<file path="src/rtl/clb_cfg_loader.sv">
// clb_cfg_loader: serial configuration loader feeding the CLB array's config write bus.
// Latency: one CFG_WE per frame, one cycle after the good parity bit is sampled; 16+38*COUNT valid bits per load.
// Backpressure: none; DVALID=0 simply stalls every counter and the state, so the source paces the stream.
//
// Ports:
//   K        clock, all state updates on posedge K
//   RST      synchronous active-high reset
//   DIN      serial configuration data, sampled only when DVALID=1
//   DVALID   qualifies DIN for the current cycle
//   CFG_WE   single-cycle write strobe toward the CLB array
//   CFG_ADDR CLB index of the word being written (holds until the next write)
//   CFG_DATA 37-bit configuration word (holds until the next write)
//   BUSY     high while a stream is being parsed (after preamble, before DONE/ERR)
//   DONE     sticky, every frame written
//   ERR      sticky, illegal frame count or parity failure
//
// CFG_DATA layout, MSB..LSB: [36] flop/latch mode, [35:34] DQ muxes 2,1,
// [33:31] G-side input muxes, [30:28] F-side input muxes, [27:26] comb option,
// [25:16] muxes 6..2 (2 bits each), [15:0] LUT memory.

module clb_cfg_loader #(
   parameter int         NUM_CLB  = 64,
   parameter int         ADDR_W   = 6,
   parameter logic [7:0] PREAMBLE = 8'hF2
) (
   input  logic              K,
   input  logic              RST,
   input  logic              DIN,
   input  logic              DVALID,
   output logic              CFG_WE,
   output logic [ADDR_W-1:0] CFG_ADDR,
   output logic [36:0]       CFG_DATA,
   output logic              BUSY,
   output logic              DONE,
   output logic              ERR
);

   // Index/count comparison width: wide enough for both the 8-bit count and
   // index+1 without truncation.
   localparam int CW = (ADDR_W > 8) ? ADDR_W + 1 : 9;

   typedef enum logic [2:0] {
      S_HUNT,
      S_LEN,
      S_FRAME,
      S_PAR,
      S_DONE,
      S_ERR
   } state_t;

   state_t             state, state_nxt;

   // Only the last 7 bits are kept; the incoming bit completes the 8-bit window.
   logic [6:0]         pre_sr, pre_nxt;
   logic [7:0]         count, count_nxt;
   logic [5:0]         bit_cnt, bit_cnt_nxt;
   logic [36:0]        shift_sr, shift_nxt;
   logic               par_acc, par_nxt;
   logic [ADDR_W-1:0]  index, index_nxt;

   logic               we_q, we_nxt;
   logic [ADDR_W-1:0]  addr_q, addr_nxt;
   logic [36:0]        data_q, data_nxt;

   logic [7:0]         cnt_shift;
   logic               count_bad;
   logic [CW-1:0]      idx_inc;
   logic               last_frame;
   logic               pre_match;

   assign cnt_shift  = {count[6:0], DIN};
   assign count_bad  = (cnt_shift == 8'd0) || (32'(cnt_shift) > 32'(NUM_CLB));
   assign idx_inc    = CW'(index) + CW'(1);
   assign last_frame = (idx_inc == CW'(count));
   assign pre_match  = ({pre_sr, DIN} == PREAMBLE);

   // State and datapath registers.
   always_ff @(posedge K) begin
      if (RST) begin
         state    <= S_HUNT;
         pre_sr   <= '0;
         count    <= '0;
         bit_cnt  <= '0;
         shift_sr <= '0;
         par_acc  <= 1'b0;
         index    <= '0;
         we_q     <= 1'b0;
         addr_q   <= '0;
         data_q   <= '0;
      end else begin
         state    <= state_nxt;
         pre_sr   <= pre_nxt;
         count    <= count_nxt;
         bit_cnt  <= bit_cnt_nxt;
         shift_sr <= shift_nxt;
         par_acc  <= par_nxt;
         index    <= index_nxt;
         we_q     <= we_nxt;
         addr_q   <= addr_nxt;
         data_q   <= data_nxt;
      end
   end

   // Next-state and next-datapath logic. Nothing moves unless DVALID is high.
   always_comb begin
      state_nxt   = state;
      pre_nxt     = pre_sr;
      count_nxt   = count;
      bit_cnt_nxt = bit_cnt;
      shift_nxt   = shift_sr;
      par_nxt     = par_acc;
      index_nxt   = index;
      we_nxt      = 1'b0;
      addr_nxt    = addr_q;
      data_nxt    = data_q;

      case (state)
         S_HUNT: begin
            if (DVALID) begin
               pre_nxt = {pre_sr[5:0], DIN};
               if (pre_match) begin
                  state_nxt   = S_LEN;
                  bit_cnt_nxt = '0;
               end
            end
         end

         S_LEN: begin
            if (DVALID) begin
               count_nxt   = cnt_shift;
               bit_cnt_nxt = bit_cnt + 6'd1;
               if (bit_cnt == 6'd7) begin
                  bit_cnt_nxt = '0;
                  if (count_bad) begin
                     state_nxt = S_ERR;
                  end else begin
                     state_nxt = S_FRAME;
                     index_nxt = '0;
                     par_nxt   = 1'b0;
                  end
               end
            end
         end

         S_FRAME: begin
            if (DVALID) begin
               shift_nxt   = {shift_sr[35:0], DIN};
               par_nxt     = par_acc ^ DIN;
               bit_cnt_nxt = bit_cnt + 6'd1;
               if (bit_cnt == 6'd36) begin
                  bit_cnt_nxt = '0;
                  state_nxt   = S_PAR;
               end
            end
         end

         S_PAR: begin
            if (DVALID) begin
               // Even parity over data plus parity bit: any residual one is an error.
               if (par_acc ^ DIN) begin
                  state_nxt = S_ERR;
               end else begin
                  we_nxt   = 1'b1;
                  addr_nxt = index;
                  data_nxt = shift_sr;
                  par_nxt  = 1'b0;
                  if (last_frame) begin
                     state_nxt = S_DONE;
                  end else begin
                     index_nxt = index + ADDR_W'(1);
                     state_nxt = S_FRAME;
                  end
               end
            end
         end

         default: begin
            // S_DONE and S_ERR are terminal until reset; DIN is ignored.
         end
      endcase
   end

   assign CFG_WE   = we_q;
   assign CFG_ADDR = addr_q;
   assign CFG_DATA = data_q;
   assign BUSY     = (state == S_LEN) || (state == S_FRAME) || (state == S_PAR);
   assign DONE     = (state == S_DONE);
   assign ERR      = (state == S_ERR);

endmodule

</file>
<file path="config.mk">
export PLATFORM = sky130hd
export DESIGN_NAME = clb_cfg_loader
export DESIGN_NICKNAME = d
export VERILOG_FILES = /design/src/rtl/clb_cfg_loader.sv
export SDC_FILE = /design/constraint.sdc
export NUM_CORES = 1
export LEC_CHECK = 0
export CAP_MARGIN = 20
export CELL_PAD_IN_SITES_DETAIL_PLACEMENT = 0
export CELL_PAD_IN_SITES_GLOBAL_PLACEMENT = 1
export CORE_MARGIN = 2
export CORE_UTILIZATION = 43
export CTS_BUF_LIST = sky130_fd_sc_hd__clkbuf_4 sky130_fd_sc_hd__clkbuf_8
export DETAILED_ROUTE_END_ITERATION = 16
export MAX_ROUTING_LAYER = met4
export PLACE_DENSITY_LB_ADDON = 0.2
export SLEW_MARGIN = 20
export SYNTH_ARGS = -nofsm -noshare
export SYNTH_HDL_FRONTEND = slang
export SYNTH_SLANG_ARGS = --single-unit
</file>
<file path="constraint.sdc">
create_clock -name K -period 2.4 [get_ports K]
set_clock_uncertainty 0.2 [all_clocks]
set_input_delay 0.24 -clock K [delete_from_list [all_inputs] [get_ports K]]
set_output_delay 0.24 -clock K [all_outputs]
set_load 0.01 [all_outputs]
</file>
==> key figures, run 1 <==
Detailed routing
  – TritonRoute pass-1 iters: 5
  – Initial drt markers: between 150 and 200
  – Vias: a little under 4,000
  – WL/cell: 13.1 µm
  – WL final: 10,100 µm
  – Antenna viol nets, final: 0
  – DRC Markers: 0
  – DR vias/cell: 5.16

Synthesis
  – Commonest cells in the netlist: nand2_1, dfxtp_1, a21oi_1
  – Cells after Synth: around 580
  – Ys flop type: dfxtp_1
  – Syn avg cell area: slightly below 8 µm²
  – Post-synth cell types: between 40 and 50
  – Most common cell in the netlist: nand2_1
  – Post-synth top area cell: dfxtp_1
  – Ys async rst share: 0
  – Largest cells by area after synthesis: dfxtp_1, nand2_1, a21oi_1
  – Synth Cell Area: 0.00446 mm²
  – Register area share after synthesis: 0.502
  – Synth top area share: 0.502
  – Synthesized flop and latch total: between 100 and 150
  – Ys Warns: 0
  – Net Count, Synth: between 500 and 600
  – Post-synth EDFFs: 0

Floorplanning
  – Num ports: 51
  – Die area: roughly 0.011 mm²
  – Initial core utilization: 0.438
  – Row Count: 37
  – Die X: between 100 and 150 µm
  – Core footprint: approximately 0.010 mm²
  – Die H: between 100 and 150 µm

STA
  – Final setup fails: 0
  – RSZ-0062 raised after global routing: false
  – Final hold slack: approximately 0.08 ns
  – Fin. max-slew vios: 0
  – Final Hold Viols: 0
  – Achievable Freq: 440 MHz
  – Final period utilization: 0.948
  – Slew HR: 0.516
  – Tightest Pin Transition: 0.726 ns
  – Final critical-path required period: about 2.3 ns

Pwr
  – Pwr Density: between 500 and 600 mW/mm²
  – Leakage power: 1.78 nW
  – VDD IR max: roughly 430 µV

GRT
  – First-pass GRT wire length: 17,700 µm
  – Vias in the first global route: around 3,800
  – Initial antenna violation count: 0
  – Largest net degree at the start of global routing: 75
  – Grt ovf: 0
  – Global-route usage over all layers: 0.196

Setup path
  – Crit. End Element: flip-flop
  – Worst Path Max Fanout: 10
  – CP startpoint kind: flip-flop
  – Critical Path RT: 2.50 ns
  – Crit path kind: reg2reg
  – WP data arrival: 2.37 ns

Clock tree
  – Root Driver: clkbuf_8
  – Clk slew on worst S/H paths: about 0.10 ns
  – Worst skew pair latency: approximately 0.36 ns
  – # Post-CTS Setup Buffers: 0
  – CTS tree: built
  – H-tree depth: 3
  – Total CTS buffers: 9
  – Hold_buf cts: 0
  – CTS Sinks: about 110
  – Clk buf depth: 2

Final layout
  – Layout cell share with drive strength beyond 1: 0.0902
  – Final Util: 0.535
  – Layout Cells excl Fill: approximately 770
  – Synth-to-Final Area Change: 22.1%
  – Ant. Diodes: 0
  – Nets: about 630

Worst hold path
  – Hold Path Class: in2reg

Job
  – Max-Cap Viols: 0

Placed design
  – Cells after DPL: ~750
  – Hpwl dp: 6670 µm
  – GPL Wtd Cong: between 0.8 and 0.9
  – Port Buf Inserts: 50

Run status
  – Outcome: finished clean
-- where the power goes --
part           switching [W]  leakage [nW]  total (W)  internal [W]
registers         0.00000123         0.904    0.00186       0.00186
logic              0.0000511         0.769  0.0000696     0.0000185
clock network       0.000617         0.108    0.00116      0.000540
total               0.000669          1.78    0.00308       0.00242
-- metal layers --
| layer | track usage | vias up | part of all wire |
|---|---|---|---|
| met5 | - | - | 0 |
| met3 | 0.0435 | 13 | 0.036 |
| met4 | 0.0592 | 0 | 0.012 |
| met1 | 0.257 | 1858 | 0.49 |
| li1 | - | 2025 | - |
| met2 | 0.305 | 67 | 0.47 |
-- cell usage in the layout, fill, tap and decap left out, drive strengths merged, types with 2 or more instances in the layout --
master	n
o31ai	2
dfxtp	112
and2	3
buf	27
o41ai	3
inv	9
a21o	3
ha	3
or3	2
xnor2	9
clkinv	2
nor2b	2
nand2b	7
nor3	7
clkbuf	12
and3	2
o211ai	2
o311ai	7
nand3	6
clkdlybuf4s50	48
nor2	17
nand2	205
a21oi	105
a31oi	2
o21ai	9
xor2	3
a211oi	2
nor4	4
or4	2
-- flip-flops by register name (all words and copies together), names as in the netlist --
signal / count
index: 6
pre_sr: 7
shift_sr: 37
CFG_ADDR: 6
CFG_WE: 1
count: 8
state: 3
CFG_DATA: 37
par_acc: 1
bit_cnt: 6
-- per-stage QoR --
stage          instance area [µm²]  setup TNS [ns]  worst slack (ns)  power (W)
2_1_floorplan                 4460               0             0.137    0.00195
3_3_place_gp                  5220           -1.86            -0.327    0.00197
3_5_place_dp                  5220           -2.86            -0.416    0.00197
4_1_cts                       5430               0            0.0602    0.00313
5_1_grt                       5450               0           0.00392    0.00322
6_report                      5450               0             0.125    0.00308
-- final cells by class --
| cell class | instances | area (µm²) |
|---|---|---|
| well taps | 136 | 170 |
| inverters | 8 | 30.0 |
| clock inverters | 4 | 52.6 |
| fillers | 1005 | 4730 |
| clock buffers | 12 | 153 |
| multi-input cells | 420 | 2080 |
| flip-flops and latches | 112 | 2250 |
| repair buffers | 76 | 721 |
-- worst paths after layout --
| check | endpoint | depth (start not counted) | slack, ns | start |
|---|---|---|---|---|
| setup / recovery | par_acc | 6 | 0.13 | count[4] |
| hold / removal | CFG_DATA[27] | 2 | 0.08 | RST |
| hold reg to reg | CFG_DATA[15] | 2 | 0.26 | CFG_DATA[15] |
| setup reg to reg | par_acc | 6 | 0.13 | count[4] |
-- repair_timing --
item | 4_1_cts | 5_1_grt
pin swaps | 0 | 1
endpoints found under the hold margin | 0 | 0
gates cloned | 0 | 0
gates resized for setup | 2 | 10
endpoints found under the setup margin | 2 | 7
-- logic make-up after synthesis --
kind of cell,synth area share
XOR/XNOR,0.0235
AND/OR/NAND/NOR,0.252
adder cells (fa/ha/maj),0.00841
buffers and inverters,0.0392
flip-flops,0.502
AO/OA/AOI/OAI,0.174
-- worst max-delay path, stage by stage, from the launching register on --
cell	delay, ns
dfxtp_1	0.35
nor4_4	0.28
and4b_1	0.23
nor4_1	0.06
or3_4	0.42
or4b_1	0.52
a21oi_1	0.14
Note: power is estimated with default switching activity, not from simulation.
==> run 2, diff against run 1 <==
--- a/config.mk
+++ b/config.mk
@@ -8,7 +8,7 @@
 export CAP_MARGIN = 20
 export CELL_PAD_IN_SITES_DETAIL_PLACEMENT = 0
 export CELL_PAD_IN_SITES_GLOBAL_PLACEMENT = 1
-export CORE_MARGIN = 2
+export CORE_MARGIN = 5
 export CORE_UTILIZATION = 43
 export CTS_BUF_LIST = sky130_fd_sc_hd__clkbuf_4 sky130_fd_sc_hd__clkbuf_8
 export DETAILED_ROUTE_END_ITERATION = 16
==> run 2 against run 1 <==
Worst setup slack got worse by 0.045 ns. Critical path type is now in2reg. Flip-flop and latch count unchanged. First-iteration DRC count increased by 42%. Via count increased by 0.20%. Cell count increased by 0.52%. Fmax decreased by 2.0%. Routed wire length increased by 2.7%. Largest power group unchanged. Critical endpoint unchanged. Core utilization increased by 0.39 points. Power increased by 3.6%. Register-to-register slack about the same. Critical path depth increased by 2. Die area increased by 12%.
==> key figures, run 2 (synthesis gave the netlist of run 1 again) <==
Pwr
  – Net Sw Power: 0.000696 W (was 0.000669 W)
  – Pint: 0.00250 W (was 0.00242 W)
  – Pwr Total: 0.00320 W (was 0.00308 W)
  – Sequential power share: 0.582 (was 0.603)
  – Leakage power: 1.80 nW (was 1.78 nW)
  – VDD IR max: 426 µV (was 427 µV)
  – Switching portion of total power: 0.218 (was 0.217)
  – Clock Power Share: 0.395 (was 0.375)
  – Pwr Density: 579 mW/mm² (was 566 mW/mm²)
  – Combinational share of power: 0.023 (about the same)

Detailed routing
  – DR vias/cell: 5.14 (was 5.16)
  – Vias: 3,971 (was 3,963)
  – TritonRoute pass-1 iters: 4 (was 5)
  – M1 WL: 4900 µm (was 4890 µm)
  – WL final: 10,300 µm (was 10,100 µm)
  – WL/cell: 13.4 µm (was 13.1 µm)
  – DRC Markers: 0 (unchanged)
  – Antenna viol nets, final: 0 (unchanged)
  – Initial drt markers: 274 (was 193)
  – Routed length on met3: 428 µm (was 360 µm)
  – Routed length on met2: 4890 µm (was 4680 µm)
  – Highest routed layer: met4 (unchanged)

Placed design
  – Pre-CTS WS: -0.417 ns (was -0.416 ns)
  – GPL Wtd Cong: 0.851 (was 0.876)
  – Placed cell area: 0.00525 mm² (was 0.00522 mm²)
  – Hpwl dp: 6910 µm (was 6670 µm)
  – Cells after DPL: 756 (was 752)
  – Port Buf Inserts: 50 (unchanged)

Final layout
  – Synth-to-Final Area Change: 23.6% (was 22.1%)
  – Area of the multi-input gates: 0.00209 mm² (was 0.00208 mm²)
  – Layout Cells excl Fill: 772 (was 768)
  – Commonest non-fill, non-tap cell in the layout: nand2_1 (unchanged)
  – Reg area: 0.00225 mm² (about the same)
  – Ant. Diodes: 0 (unchanged)
  – Layout cell share with drive strength beyond 1: 0.0959 (was 0.0902)
  – Nets: 638 (was 634)
  – Most frequent cells in the layout: nand2_1, dfxtp_1, a21oi_1, clkdlybuf4s50_1, buf_4 (unchanged)
  – Fin area: 0.00552 mm² (was 0.00545 mm²)
  – Fillers: 1,003 (was 1,005)

Floorplanning
  – Die area: 0.0125 mm² (was 0.0112 mm²)
  – Row Count: 37 (unchanged)
  – Die X: 112 µm (was 106 µm)
  – Core footprint: 0.0102 mm² (about the same)
  – Num ports: 51 (unchanged)
  – Initial core utilization: 0.436 (was 0.438)
  – Die H: 112 µm (was 106 µm)

Setup path
  – Largest stage delay, worst path: 0.58 ns (was 0.52 ns)
  – Crit path kind: in2reg (was reg2reg)
  – R2R depth: 8 (was 6)
  – Worst setup path endpoint: par_acc (unchanged)
  – Worst reg-to-reg setup slack: 0.12 ns (was 0.13 ns)
  – WP data arrival: 2.44 ns (was 2.37 ns)
  – Reg2Reg Capture Point: index[4] (was par_acc)
  – Most frequent CP cell: a21oi_1
  – Critical Path RT: 2.52 ns (was 2.50 ns)
  – Worst-path cell with the longest stage delay: clkdlybuf4s50_1 (was or4b_1)
  – R2R Path Start: index[0] (was count[4])
  – CP startpoint kind: input pin (was flip-flop)
  – Critical Path Source: DIN (was count[4])
  – Cells along the critical path: clkdlybuf4s50_1, buf_4, xnor2_2, a21oi_1, o21a_1, or3_4, or4b_1, a21oi_1 (was nor4_4, and4b_1, nor4_1, or3_4, or4b_1, a21oi_1)
  – Worst Path Max Fanout: 10 (unchanged)
  – Crit. End Element: flip-flop (unchanged)

Clock tree
  – Root Driver: clkbuf_8 (unchanged)
  – CTS Sinks: 112 (unchanged)
  – # Post-CTS Setup Buffers: 0 (unchanged)
  – Clk slew on worst S/H paths: 0.11 ns (was 0.10 ns)
  – CTS tree: built (unchanged)
  – Hold_buf cts: 0 (unchanged)
  – H-tree depth: 3 (unchanged)
  – Total CTS buffers: 9 (unchanged)
  – Clk buf depth: 2 (unchanged)
  – Worst skew pair latency: 0.39 ns (was 0.36 ns)

STA
  – Achievable Freq: 431 MHz (was 440 MHz)
  – Final critical-path required period: 2.32 ns (was 2.27 ns)
  – Slew HR: 0.645 (was 0.516)
  – Final setup fails: 0 (unchanged)
  – RSZ-0062 raised after global routing: false (unchanged)
  – Slack of the critical path: 0.0800 ns (was 0.125 ns)
  – Final period utilization: 0.967 (was 0.948)
  – Final hold slack: 0.0433 ns (was 0.0780 ns)
  – Final Hold Viols: 0 (unchanged)
  – Tightest Pin Transition: 0.531 ns (was 0.726 ns)
  – Fin. max-slew vios: 0 (unchanged)

GRT
  – First-pass GRT wire length: 17,600 µm (was 17,700 µm)
  – Global-route usage over all layers: 0.175 (was 0.196)
  – Largest net degree at the start of global routing: 45 (was 75)
  – Vias in the first global route: 3,810 (was 3,802)
  – Grt ovf: 0 (unchanged)
  – Initial antenna violation count: 0 (unchanged)

Worst hold path
  – Hold path cells: 2 (unchanged)
  – Hold Path Class: in2reg (unchanged)

Run status
  – Outcome: finished clean (unchanged)

Job
  – Max-Cap Viols: 0 (unchanged)
run 2: changes by cell type in the layout (fill, tap and decap cells not counted), moves of 2 or more:
cell,delta
dfxtp_2,-2
buf_4,+4
clkinvlp_4,+2
clkbuf_4,-2
dfxtp_1,+2
run 2: area by class of cell:
| type | count | area share |
|---|---|---|
| Tap cell | 136 | 0.0308 |
| Sequential cell | 112 | 0.407 |
| Timing Repair Buffer | 80 | 0.136 |
| Inverter | 8 | 0.00544 |
| Clock inverter | 6 | 0.0166 |
| Multi-Input combinational cell | 420 | 0.379 |
| Clock buffer | 10 | 0.0249 |
run 2: worst min-delay path by stage:
| stage | startpoint | end |
|---|---|---|
| after detailed placement | CFG_DATA[32] | CFG_DATA[32] |
| after global placement | CFG_DATA[9] | CFG_DATA[9] |
| final | RST | shift_sr[35] |
| after CTS | RST | shift_sr[35] |
| after floorplan | shift_sr[36] | CFG_DATA[36] |
| after global routing | RST | CFG_ADDR[0] |
run 2: power groups by stage:
stage / registers, W / logic [W] / clock network [W]
2_1_floorplan: 0.00190 / 0.0000461 / 0
3_3_place_gp: 0.00190 / 0.0000717 / 0
3_5_place_dp: 0.00190 / 0.0000724 / 0
4_1_cts: 0.00186 / 0.0000734 / 0.00132
5_1_grt: 0.00186 / 0.0000811 / 0.00139
6_report: 0.00186 / 0.0000740 / 0.00126
run 2: metal layers:
layer	track usage	vias up
li1	-	2026
met1	0.211	1865
met2	0.283	70
met3	0.0516	10
met4	0.0552	0
met5	-	-
run 2: critical path: cells and delay by family:
family	cells	cell delay (ns)
buffers and inverters	2	0.78
AO/OA/AOI/OAI	3	0.32
AND/OR/NAND/NOR	2	0.96
XOR/XNOR	1	0.13
run 2: what timing repair did:
action                                  in CTS  in global routing
gates resized for setup                      2                  7
endpoints found under the setup margin       2                  3
pin swaps                                    0                  1
run 2: stage by stage:
step	setup TNS, ns	util
global placement	-1.95	0.513
detailed placement	-2.62	0.513
global route	0	0.539
floorplan	0	-
finish	0	0.539
CTS	0	0.536
